**src/rtl/aes_cbc_sequencer.sv**
```systemverilog
// aes_cbc_sequencer: runs one iterative AES-128 core through a CBC
// encryption job of len_i blocks. Plaintext comes in on a valid/ready
// stream, is XORed with the chaining value and loaded into the core. The
// core result is sent out as ciphertext and becomes the next chaining value.
// Optional build macro AES_CBC_SEQ_WATCHDOG_EN adds a RUN-state watchdog
// that sets a sticky error. Without it, err_o is tied low.
`timescale 1ns/1ps
module aes_cbc_sequencer #(
  parameter int CNT_LEN = 1024,
  parameter int TIMEOUT = 64
) (
  input  logic                       clk_i,
  input  logic                       rst_ni,
  input  logic                       clear_i,
  input  logic                       start_i,
  input  logic [$clog2(CNT_LEN):0]   len_i,
  input  logic [127:0]               iv_i,
  input  logic [127:0]               key_i,
  input  logic                       pt_valid_i,
  output logic                       pt_ready_o,
  input  logic [127:0]               pt_data_i,
  output logic                       core_ld_o,
  output logic [127:0]               core_key_o,
  output logic [127:0]               core_text_o,
  input  logic                       core_done_i,
  input  logic [127:0]               core_text_i,
  output logic                       ct_valid_o,
  input  logic                       ct_ready_i,
  output logic [127:0]               ct_data_o,
  output logic                       busy_o,
  output logic                       done_o,
  output logic [$clog2(CNT_LEN):0]   cnt_o,
  output logic                       err_o
);

  localparam int CW = $clog2(CNT_LEN) + 1;
  localparam logic [CW-1:0] CNT_ZERO = {CW{1'b0}};
  localparam logic [CW-1:0] CNT_ONE  = {{(CW-1){1'b0}}, 1'b1};

  typedef enum logic [2:0] {
    S_IDLE    = 3'd0,
    S_WAIT_IN = 3'd1,
    S_LOAD    = 3'd2,
    S_RUN     = 3'd3,
    S_OUT     = 3'd4
  } state_e;

  state_e        state_q, state_d;
  logic [127:0]  chain_q, key_q, text_q, ct_q;
  logic [CW-1:0] cnt_q, len_q;
  logic          done_q;
  logic          last_s;
  logic          wd_expire_s;

  // The block now in OUT is the final block of the job.
  assign last_s = ((cnt_q + CNT_ONE) == len_q);

`ifdef AES_CBC_SEQ_WATCHDOG_EN
  localparam int WW = $clog2(TIMEOUT) + 1;
  localparam logic [WW-1:0] WD_LAST = WW'(TIMEOUT - 1);

  logic [WW-1:0] wd_q;
  logic          err_q;

  assign wd_expire_s = (state_q == S_RUN) && (wd_q == WD_LAST);
  assign err_o       = err_q;

  // Watchdog: count RUN cycles. The count is cleared in LOAD so every block starts fresh.
  always_ff @(posedge clk_i or negedge rst_ni) begin
    if (!rst_ni) begin
      wd_q <= {WW{1'b0}};
    end else if (clear_i || (state_q == S_LOAD)) begin
      wd_q <= {WW{1'b0}};
    end else if (state_q == S_RUN) begin
      wd_q <= wd_q + {{(WW-1){1'b0}}, 1'b1};
    end
  end

  // Sticky error: set on watchdog expiry, cleared by clear or an accepted start.
  always_ff @(posedge clk_i or negedge rst_ni) begin
    if (!rst_ni) begin
      err_q <= 1'b0;
    end else if (clear_i) begin
      err_q <= 1'b0;
    end else if ((state_q == S_IDLE) && start_i) begin
      err_q <= 1'b0;
    end else if (wd_expire_s && !core_done_i) begin
      err_q <= 1'b1;
    end
  end
`else
  assign wd_expire_s = 1'b0;
  assign err_o       = 1'b0;
`endif

  // FSM state register.
  always_ff @(posedge clk_i or negedge rst_ni) begin
    if (!rst_ni) begin
      state_q <= S_IDLE;
    end else begin
      state_q <= state_d;
    end
  end

  // FSM next-state logic. A clear overrides every transition.
  always_comb begin
    state_d = state_q;
    if (clear_i) begin
      state_d = S_IDLE;
    end else begin
      case (state_q)
        S_IDLE: begin
          if (start_i && (len_i != CNT_ZERO)) state_d = S_WAIT_IN;
          else                                state_d = S_IDLE;
        end
        S_WAIT_IN: begin
          if (pt_valid_i) state_d = S_LOAD;
          else            state_d = S_WAIT_IN;
        end
        S_LOAD: state_d = S_RUN;
        S_RUN: begin
          if (core_done_i)      state_d = S_OUT;
          else if (wd_expire_s) state_d = S_IDLE;
          else                  state_d = S_RUN;
        end
        S_OUT: begin
          if (ct_ready_i) state_d = last_s ? S_IDLE : S_WAIT_IN;
          else            state_d = S_OUT;
        end
        default: state_d = S_IDLE;
      endcase
    end
  end

  // Datapath: chain, key, core text, ciphertext, block counter and the zero-length done flag.
  always_ff @(posedge clk_i or negedge rst_ni) begin
    if (!rst_ni) begin
      chain_q <= 128'h0;
      key_q   <= 128'h0;
      text_q  <= 128'h0;
      ct_q    <= 128'h0;
      cnt_q   <= CNT_ZERO;
      len_q   <= CNT_ZERO;
      done_q  <= 1'b0;
    end else if (clear_i) begin
      cnt_q  <= CNT_ZERO;
      done_q <= 1'b0;
    end else begin
      done_q <= 1'b0;
      case (state_q)
        S_IDLE: begin
          if (start_i) begin
            if (len_i != CNT_ZERO) begin
              chain_q <= iv_i;
              key_q   <= key_i;
              cnt_q   <= CNT_ZERO;
              len_q   <= len_i;
            end else begin
              done_q  <= 1'b1;
            end
          end
        end
        S_WAIT_IN: begin
          if (pt_valid_i) text_q <= pt_data_i ^ chain_q;
        end
        S_RUN: begin
          if (core_done_i) begin
            ct_q    <= core_text_i;
            chain_q <= core_text_i;
          end
        end
        S_OUT: begin
          if (ct_ready_i) cnt_q <= cnt_q + CNT_ONE;
        end
        default: begin
          chain_q <= chain_q;
        end
      endcase
    end
  end

  // Outputs decoded from registered state. The end-of-job done is flagged during the final handshake.
  always_comb begin
    pt_ready_o  = (state_q == S_WAIT_IN);
    core_ld_o   = (state_q == S_LOAD);
    ct_valid_o  = (state_q == S_OUT);
    busy_o      = (state_q != S_IDLE);
    done_o      = done_q;
    if ((state_q == S_OUT) && ct_ready_i && last_s && !clear_i) begin
      done_o = 1'b1;
    end else begin
      done_o = done_q;
    end
    core_key_o  = key_q;
    core_text_o = text_q;
    ct_data_o   = ct_q;
    cnt_o       = cnt_q;
  end

endmodule

```
**config.mk**
```make
export PLATFORM = sky130hd
export DESIGN_NAME = aes_cbc_sequencer
export DESIGN_NICKNAME = d
export VERILOG_FILES = /design/src/rtl/aes_cbc_sequencer.sv
export SDC_FILE = /design/constraint.sdc
export NUM_CORES = 1
export LEC_CHECK = 0
export CORE_AREA = 2 2 363 365
export CTS_BUF_LIST = sky130_fd_sc_hd__clkbuf_8
export DETAILED_ROUTE_END_ITERATION = 6
export DIE_AREA = 0 0 365 367
export GPL_TIMING_DRIVEN = 0
export HOLD_SLACK_MARGIN = 0.12
export SETUP_SLACK_MARGIN = 0.4
export SYNTH_ARGS = -nofsm -noshare
export SYNTH_HDL_FRONTEND = slang
export SYNTH_SLANG_ARGS = --single-unit
```
**constraint.sdc**
```tcl
create_clock -name clk_i -period 2.5 [get_ports clk_i]
set_input_delay 0.375 -clock clk_i [delete_from_list [all_inputs] [get_ports clk_i]]
set_output_delay 0.375 -clock clk_i [all_outputs]
set_load 0.05 [all_outputs]
```
==> impl_metrics.json, run 1 <==
{
  "synth_sequential_area_ratio_pct": 59.74,
  "syn_avg_cell_area_um2": 12.44,
  "synth_simple_gate_area_share_pct": 6.002,
  "path_delay_family": "simple AND/OR/NAND/NOR gates",
  "critPathMaxStageDelay_ns": 0.42,
  "synthAdderAreaFrac_pct": 0.05552,
  "maximum_clock_path_buffer_count": 3,
  "stages_on_worst_setup_path": 8,
  "synth.distinct_cells": 48,
  "fin_setup_tns_ns": -0.7530,
  "clock_sink_count": 538,
  "netlist.top_cell.by_area": "dfrtp_1",
  "power-per-cell-area_nw_per_um2": 937.2,
  "compound_gate_fraction_of_synth_area_pct": 6.729,
  "cts-buffers-inserted": 103,
  "fp.dieH_um": 367,
  "fill_cells": 13125,
  "timing.final.crit_share_pct": 130.1,
  "synthesis.nets": 2342,
  "yosysWarningCount": 0,
  "initial_utilization_pct": 17.27,
  "timing.setup.critical_path_class": "flop to primary output",
  "critPathMostFrequentCell": "and3_4",
  "maxUsedRoutingLayer": "met5",
  "synth_enable_flop_cells": 0,
  "hp-class": "primary input to async pin",
  "wl_met1_um": 47100,
  "core_area_um2": 130500,
  "cp_data_arrival_time_ns": 2.88,
  "synth_largest_type_area_fraction_pct": 59.74,
  "clock_tree.htree_level_count": 3,
  "worst_path_cell_trace": "ha_4 > and3_4 > and3_4 > nand3_2 > or3_1 > a211oi_2 > a21o_2 > buf_8",
  "status": "finished, violations left",
  "setup-violations-final": 1,
  "cp.buffers_inverters": 1,
  "violated_checks": "setup timing",
  "worst-slew-pin-transition_ns": 0.6631,
  "critical_path_required_ns": 2.12,
  "global_route_usage_sum_pct": 16.32,
  "grt_setup_unrepaired": "true",
  "final_core_utilization_pct": 32.05,
  "grt.overflow.total": 0,
  "pin_count_of_the_biggest_net_entering_global_routing": 117,
  "buffer_ports.inserted": 929,
  "ys_dominant_reg_cell": "dfrtp_1",
  "worst_ir_drop_vdd_uv": 520.1,
  "yosys.area_share.xor_xnor_pct": 5.480,
  "dpl_cell_area_um2": 34280,
  "met3WireLength_um": 7967,
  "worstSkewPairLatency_ns": 0.78,
  "start_kind": "flop",
  "syn2layout_area_growth_pct": 85.52,
  "route.final.wire_length_um": 115000,
  "post_drt_via_cell_ratio": 3.956,
  "clock.fmax_ghz": 0.3074,
  "first_pass_grt_wire_length_um": 153200,
  "max_cap_violations": 0,
  "floorplan.die_area_um2": 134000,
  "crit_path_end_kind": "primary output",
  "final_layout_size_suffix_gt1_share_pct": 27.51,
  "drt-pass1-iter-count": 5,
  "proportion_of_register_bits_with_asynchronous_set_or_reset_after_synthesis_pct": 100.0,
  "first_iter_violations": 1004,
  "final_critical_path_setup_slack_ns": -0.7530,
  "placement_rows": 133,
  "post_synth_main_area_contributors": "dfrtp_1 60%, mux2_2 13%, mux2i_1 5.7%, xnor2_1 5.4%, o21ai_0 4.8%",
  "finalClockSkew_ns": 0.04627,
  "place_hpwl_um": 84250,
  "timing.hold.ws_ns": 0.1962,
  "grt_antenna_before_repair": 27,
  "placed_cells_incl_taps": 4500,
  "clk_pin_slew_worst_paths_ns": 0.06,
  "dieWidth_um": 365,
  "worstRegToRegCells": 15,
  "number_of_storage_elements_in_the_synthesis_netlist": 538,
  "place.gp.congestion": 0.8114,
  "syn-instance-count": 1811,
  "fin_crit_ns": 3.253,
  "slew_viol_final": 0,
  "reported_leakage_power_nw": 21.13,
  "detailroute.via_count": 19525,
  "wl_met2_um": 56670,
  "grt_pass1_vias": 20457,
  "ioPinCount": 931,
  "clockRootBuffer": "clkbuf_8",
  "timing.final.hold_violations": 0,
  "muxShareOfSynthArea_pct": 19.08,
  "synth_top_family_by_area": "multiplexers",
  "nNetsFinal": 3621,
  "postLayoutCellArea_um2": 41810,
  "fin_cells": 4936,
  "avgRoutedWirePerCell_um": 23.30,
  "timing.critical_path.fanout_max": 4,
  "syn_area_um2": 22540,
  "postRouteAntennaNets": 0,
  "max-slew-margin-rel_pct": 54.53,
  "drcViolationCount": 0,
  "crit_slowest_cell": "dfrtp_2",
  "cts_tree": "built"
}
==> final cells by class <==
| type | count | area [um2] | area share (%) |
|---|---|---|---|
| Antenna cell | 8 | 20.02 | 0.04788 |
| Buffer | 113 | 1385 | 3.313 |
| Clock buffer | 131 | 1803 | 4.312 |
| Clock inverter | 57 | 355.3 | 0.8499 |
| Inverter | 2 | 12.51 | 0.02993 |
| Multi-Input combinational cell | 1158 | 9429 | 22.55 |
| Sequential cell | 538 | 13470 | 32.23 |
| Tap cell | 1755 | 2196 | 5.252 |
| Timing Repair Buffer | 1174 | 13140 | 31.42 |
==> registers in the layout (all words and copies together), names as in the netlist <==
signal,flops
ct_data_o,128
core_key_o,128
len_q,11
chain_q,128
state_q,3
core_text_o,128
cnt_o,11
done_q,1
==> metrics by stage <==
step | power [W] | worst slack, ns
4_1_cts | 0.03928 | -0.8349
2_1_floorplan | 0.02236 | 0.04278
5_1_grt | 0.04094 | -0.8883
3_5_place_dp | 0.02922 | -1.464
3_3_place_gp | 0.02910 | -26.52
6_report | 0.03918 | -0.7530
==> cells in the mapped netlist, types with 9 or more instances <==
| cell type | instances |
|---|---|
| clkbuf_1 | 40 |
| dfrtp_1 | 538 |
| o21ai_1 | 40 |
| buf_4 | 10 |
| a21oi_1 | 13 |
| mux2i_1 | 128 |
| buf_6 | 17 |
| nor2_1 | 14 |
| mux2_2 | 259 |
| xnor2_1 | 138 |
| buf_2 | 46 |
| mux2_1 | 9 |
| nand2_1 | 269 |
| o21ai_0 | 218 |
| nor3_1 | 9 |
==> path summary, 6_finish.rpt <==
kind	startpoint	end	slack, ns
worst min-delay path	rst_ni	core_key_o[120]	0.20
worst min register to register	core_text_o[119]	core_text_o[119]	0.47
worst max-delay path	cnt_o[0]	done_o	-0.75
max in group asynchronous	rst_ni	chain_q[79]	0.42
min in group clk_i	iv_i[118]	chain_q[118]	0.24
worst max register to register	state_q[2]	chain_q[108]	0.07
==> layout by cell type, fill, tap and decap left out, types with 40 or more instances in the layout <==
master           instances
dfrtp_1                530
mux2_2                 191
buf_12                  43
o21ai_1                 81
clkdlybuf4s15_2         40
mux2i_1                120
clkbuf_8               132
buf_4                   45
nand2_1                173
clkdlybuf4s50_1        529
nand2_2                 69
o21ai_0                146
dlymetal6s2s_1         312
xnor2_1                138
mux2_4                  76
dlygate4sd3_1          142
==> routing by layer <==
layer  GRT usage, %  up-vias
met1          19.78     9721
met5              0        -
met3          4.478      203
li1               -     8851
met2          28.30      744
met4          4.163        6
==> power by group <==
group / internal (W) / switching (W) / total (W)
clock: 0.00502 / 0.00415 / 0.00918
combinational: 0.00634 / 0.0107 / 0.0171
sequential: 0.0112 / 0.00171 / 0.0129
==> worst min-delay path: cells and delay by family <==
family | cells | cell delay, ns
buf+inv | 3 | 0.98
==> logic make-up after synthesis <==
logic type                 after synthesis
DFF                                    538
muxes                                  396
and+or+nand+nor                        329
AOI/OAI and AO/OA                      290
xor gates and xnor gates               141
buffers and inverters                  115
adders and majority gates                1
other                                    1
==> what timing repair did <==
| action | CTS | global route |
|---|---|---|
| hold buffers | 142 | 1 |
| gates cloned | 17 | 8 |
| buffers inserted | 50 | 22 |
| endpoints found under the setup margin | 916 | 970 |
| resized for setup | 519 | 684 |
| hold endpoints to repair | 366 | 1 |
| pin swaps | 48 | 39 |
Note: power is estimated with default switching activity, not from simulation.
==> run 2: changes to the inputs <==
Settings changed: CAP_MARGIN set to 25, SKIP_LAST_GASP set to 1.
==> run 2 against run 1 <==
- worst setup slack better by 0.070 ns
- core utilization grew 0.28 points
- the run still ends with setup timing left
- worst hold slack improved by 0.047 ns
- clock skew shrank 0.0087 ns
- via count grew 1.3%
- critical path type unchanged
- final area is 0.88% higher
==> impl_metrics.json, run 2 (synthesis gave the netlist of run 1 again) <==
{
  "cts-buffers-inserted": 102,
  "multi_input_comb_area_um2": 9942,
  "post_drt_via_cell_ratio": 3.971,
  "reported_leakage_power_nw": 19.57,
  "critical_path_required_ns": 2.12,
  "critPathMaxStageDelay_ns": 0.41,
  "timing.setup.critical_path_class": "flop to primary output",
  "clock_tree.htree_level_count": 3,
  "fp.dieH_um": 367,
  "timing.final.crit_share_pct": 127.3,
  "grt.overflow.total": 0,
  "initial_utilization_pct": 17.27,
  "syn2layout_area_growth_pct": 87.14,
  "clk_pin_slew_worst_paths_ns": 0.06,
  "dieWidth_um": 365,
  "drt-pass1-iter-count": 5,
  "max-slew-margin-rel_pct": 48.73,
  "worst_path_cell_trace": "ha_4 > and3_4 > and3_4 > mux2_2 > o31ai_4 > a211oi_4 > a21o_2 > buf_8",
  "slew_viol_final": 0,
  "setup-violations-final": 131,
  "grt_pass1_vias": 20757,
  "maximum_clock_path_buffer_count": 3,
  "start_kind": "flop",
  "cp_data_arrival_time_ns": 2.81,
  "place.gp.congestion": 0.8114,
  "crit_slowest_cell": "dfrtp_2",
  "pin_count_of_the_biggest_net_entering_global_routing": 117,
  "most-common-layout-cells": "649 x clkdlybuf4s50_1, 529 x dfrtp_1, 247 x mux2_2, 170 x dlygate4sd3_1, 161 x dlymetal6s2s_1",
  "final_critical_path_setup_slack_ns": -0.6826,
  "worst_ir_drop_vdd_uv": 607.4,
  "fin_crit_ns": 3.183,
  "grt_setup_unrepaired": "true",
  "hp-class": "primary input to flop",
  "route.final.wire_length_um": 115700,
  "layout_commonest_cell": "clkdlybuf4s50_1",
  "floorplan.die_area_um2": 134000,
  "core_area_um2": 130500,
  "worstSkewPairLatency_ns": 0.81,
  "clockRootBuffer": "clkbuf_8",
  "clock_sink_count": 538,
  "postLayoutCellArea_um2": 42180,
  "final_layout_size_suffix_gt1_share_pct": 33.29,
  "p_total_w": 0.03973,
  "timing.hold.ws_ns": 0.2435,
  "global_route_usage_sum_pct": 16.27,
  "clock.fmax_ghz": 0.3142,
  "crit_path_end_kind": "primary output",
  "buffer_ports.inserted": 929,
  "max_cap_violations": 0,
  "grt_antenna_before_repair": 33,
  "first_iter_violations": 869,
  "sequential_cell_area_um2": 13470,
  "postRouteAntennaNets": 0,
  "cts_tree": "built",
  "worst-slew-pin-transition_ns": 0.7665,
  "nNetsFinal": 3667,
  "dpl_cell_area_um2": 34310,
  "fill_cells": 13133,
  "ioPinCount": 931,
  "finalClockSkew_ns": 0.03757,
  "critPathMostFrequentCell": "and3_4",
  "avgRoutedWirePerCell_um": 23.24,
  "status": "finished, violations left",
  "timing.critical_path.fanout_max": 4,
  "placement_rows": 133,
  "place_hpwl_um": 84420,
  "detailroute.via_count": 19776,
  "drcViolationCount": 0,
  "timing.final.hold_violations": 0,
  "final_core_utilization_pct": 32.33,
  "first_pass_grt_wire_length_um": 152700,
  "violated_checks": "setup timing",
  "power-per-cell-area_nw_per_um2": 942.1
}
[run 2: cell types whose count changed in the layout (fill, tap and decap cells not counted), moves of 40 or more]
cell | previous run | this run
o21ai_2 | 30 | 101
mux2_4 | 76 | 13
nand2_1 | 173 | 95
mux2_2 | 191 | 247
clkdlybuf4s50_1 | 529 | 649
clkdlybuf4s15_2 | 40 | 0
clkbuf_2 | 27 | 116
nand2_4 | 27 | 86
o21ai_0 | 146 | 38
dlymetal6s2s_1 | 312 | 161
[run 2: where the power goes]
part	switching (W)	internal [W]	leakage, nW
combinational	0.0110	0.00647	11.6
sequential	0.00201	0.0112	6.74
clock	0.00412	0.00490	1.20
total	0.0171	0.0226	19.6
[run 2: final timing paths]
check / startpoint / to / slack [ns] / cells past startpoint
max in group asynchronous: rst_ni / chain_q[78] / 0.59 / 6
min in group asynchronous: rst_ni / core_key_o[123] / 0.32 / 4
max reg2reg: state_q[2] / core_text_o[112] / -0.23 / 18
min: key_i[0] / core_key_o[0] / 0.24 / 2
min reg2reg: core_text_o[117] / core_text_o[117] / 0.48 / 2
max: cnt_o[0] / done_o / -0.68 / 8
[run 2: metal layers]
layer	vias to the layer above	share of wire, %	track usage (%)	routed length [um]
met4	12	3.8	7.186	4382
met2	784	48	26.52	55250
met3	212	7.8	5.973	9074
li1	8965	-	-	-
met1	9803	41	19.02	46940
met5	-	0.056	0	65
[run 2: cell type report]
cell class              count  area share (%)
plain buffers             113           3.489
well taps                1755           5.206
multi-input cells        1158           23.57
clock buffers             121           3.949
repair buffers           1221           30.74
inverters                   2         0.02670
flip-flops and latches    538           31.95
clock inverters            58          0.9820
diodes                     14         0.08307
[run 2: stage by stage]
stage,TNS [ns],std cells,setup WS (ns)
global route,-31.09,4977,-0.8799
global placement,-,4495,-26.52
floorplan,0,1811,0.04278
finish,-17.61,4980,-0.6826
detailed placement,-327.06,4502,-1.127
CTS,-14.72,4927,-0.8751
[run 2: repair_timing]
action,CTS,global route
resized for setup,303,1051
setup endpoints to repair,916,1044
endpoints found under the hold margin,391,2
cloned,16,19
hold buffers,167,5
setup buffers,63,15
pin swaps,19,168
[run 2: worst max-delay path, delay by kind of cell, from the launching register on]
family	cells	cell delay, ns
fa+ha+maj	1	0.17
mux	1	0.36
buf+inv	1	0.15
flops	1	0.41
simple gates	2	0.39
compound gates	3	0.54
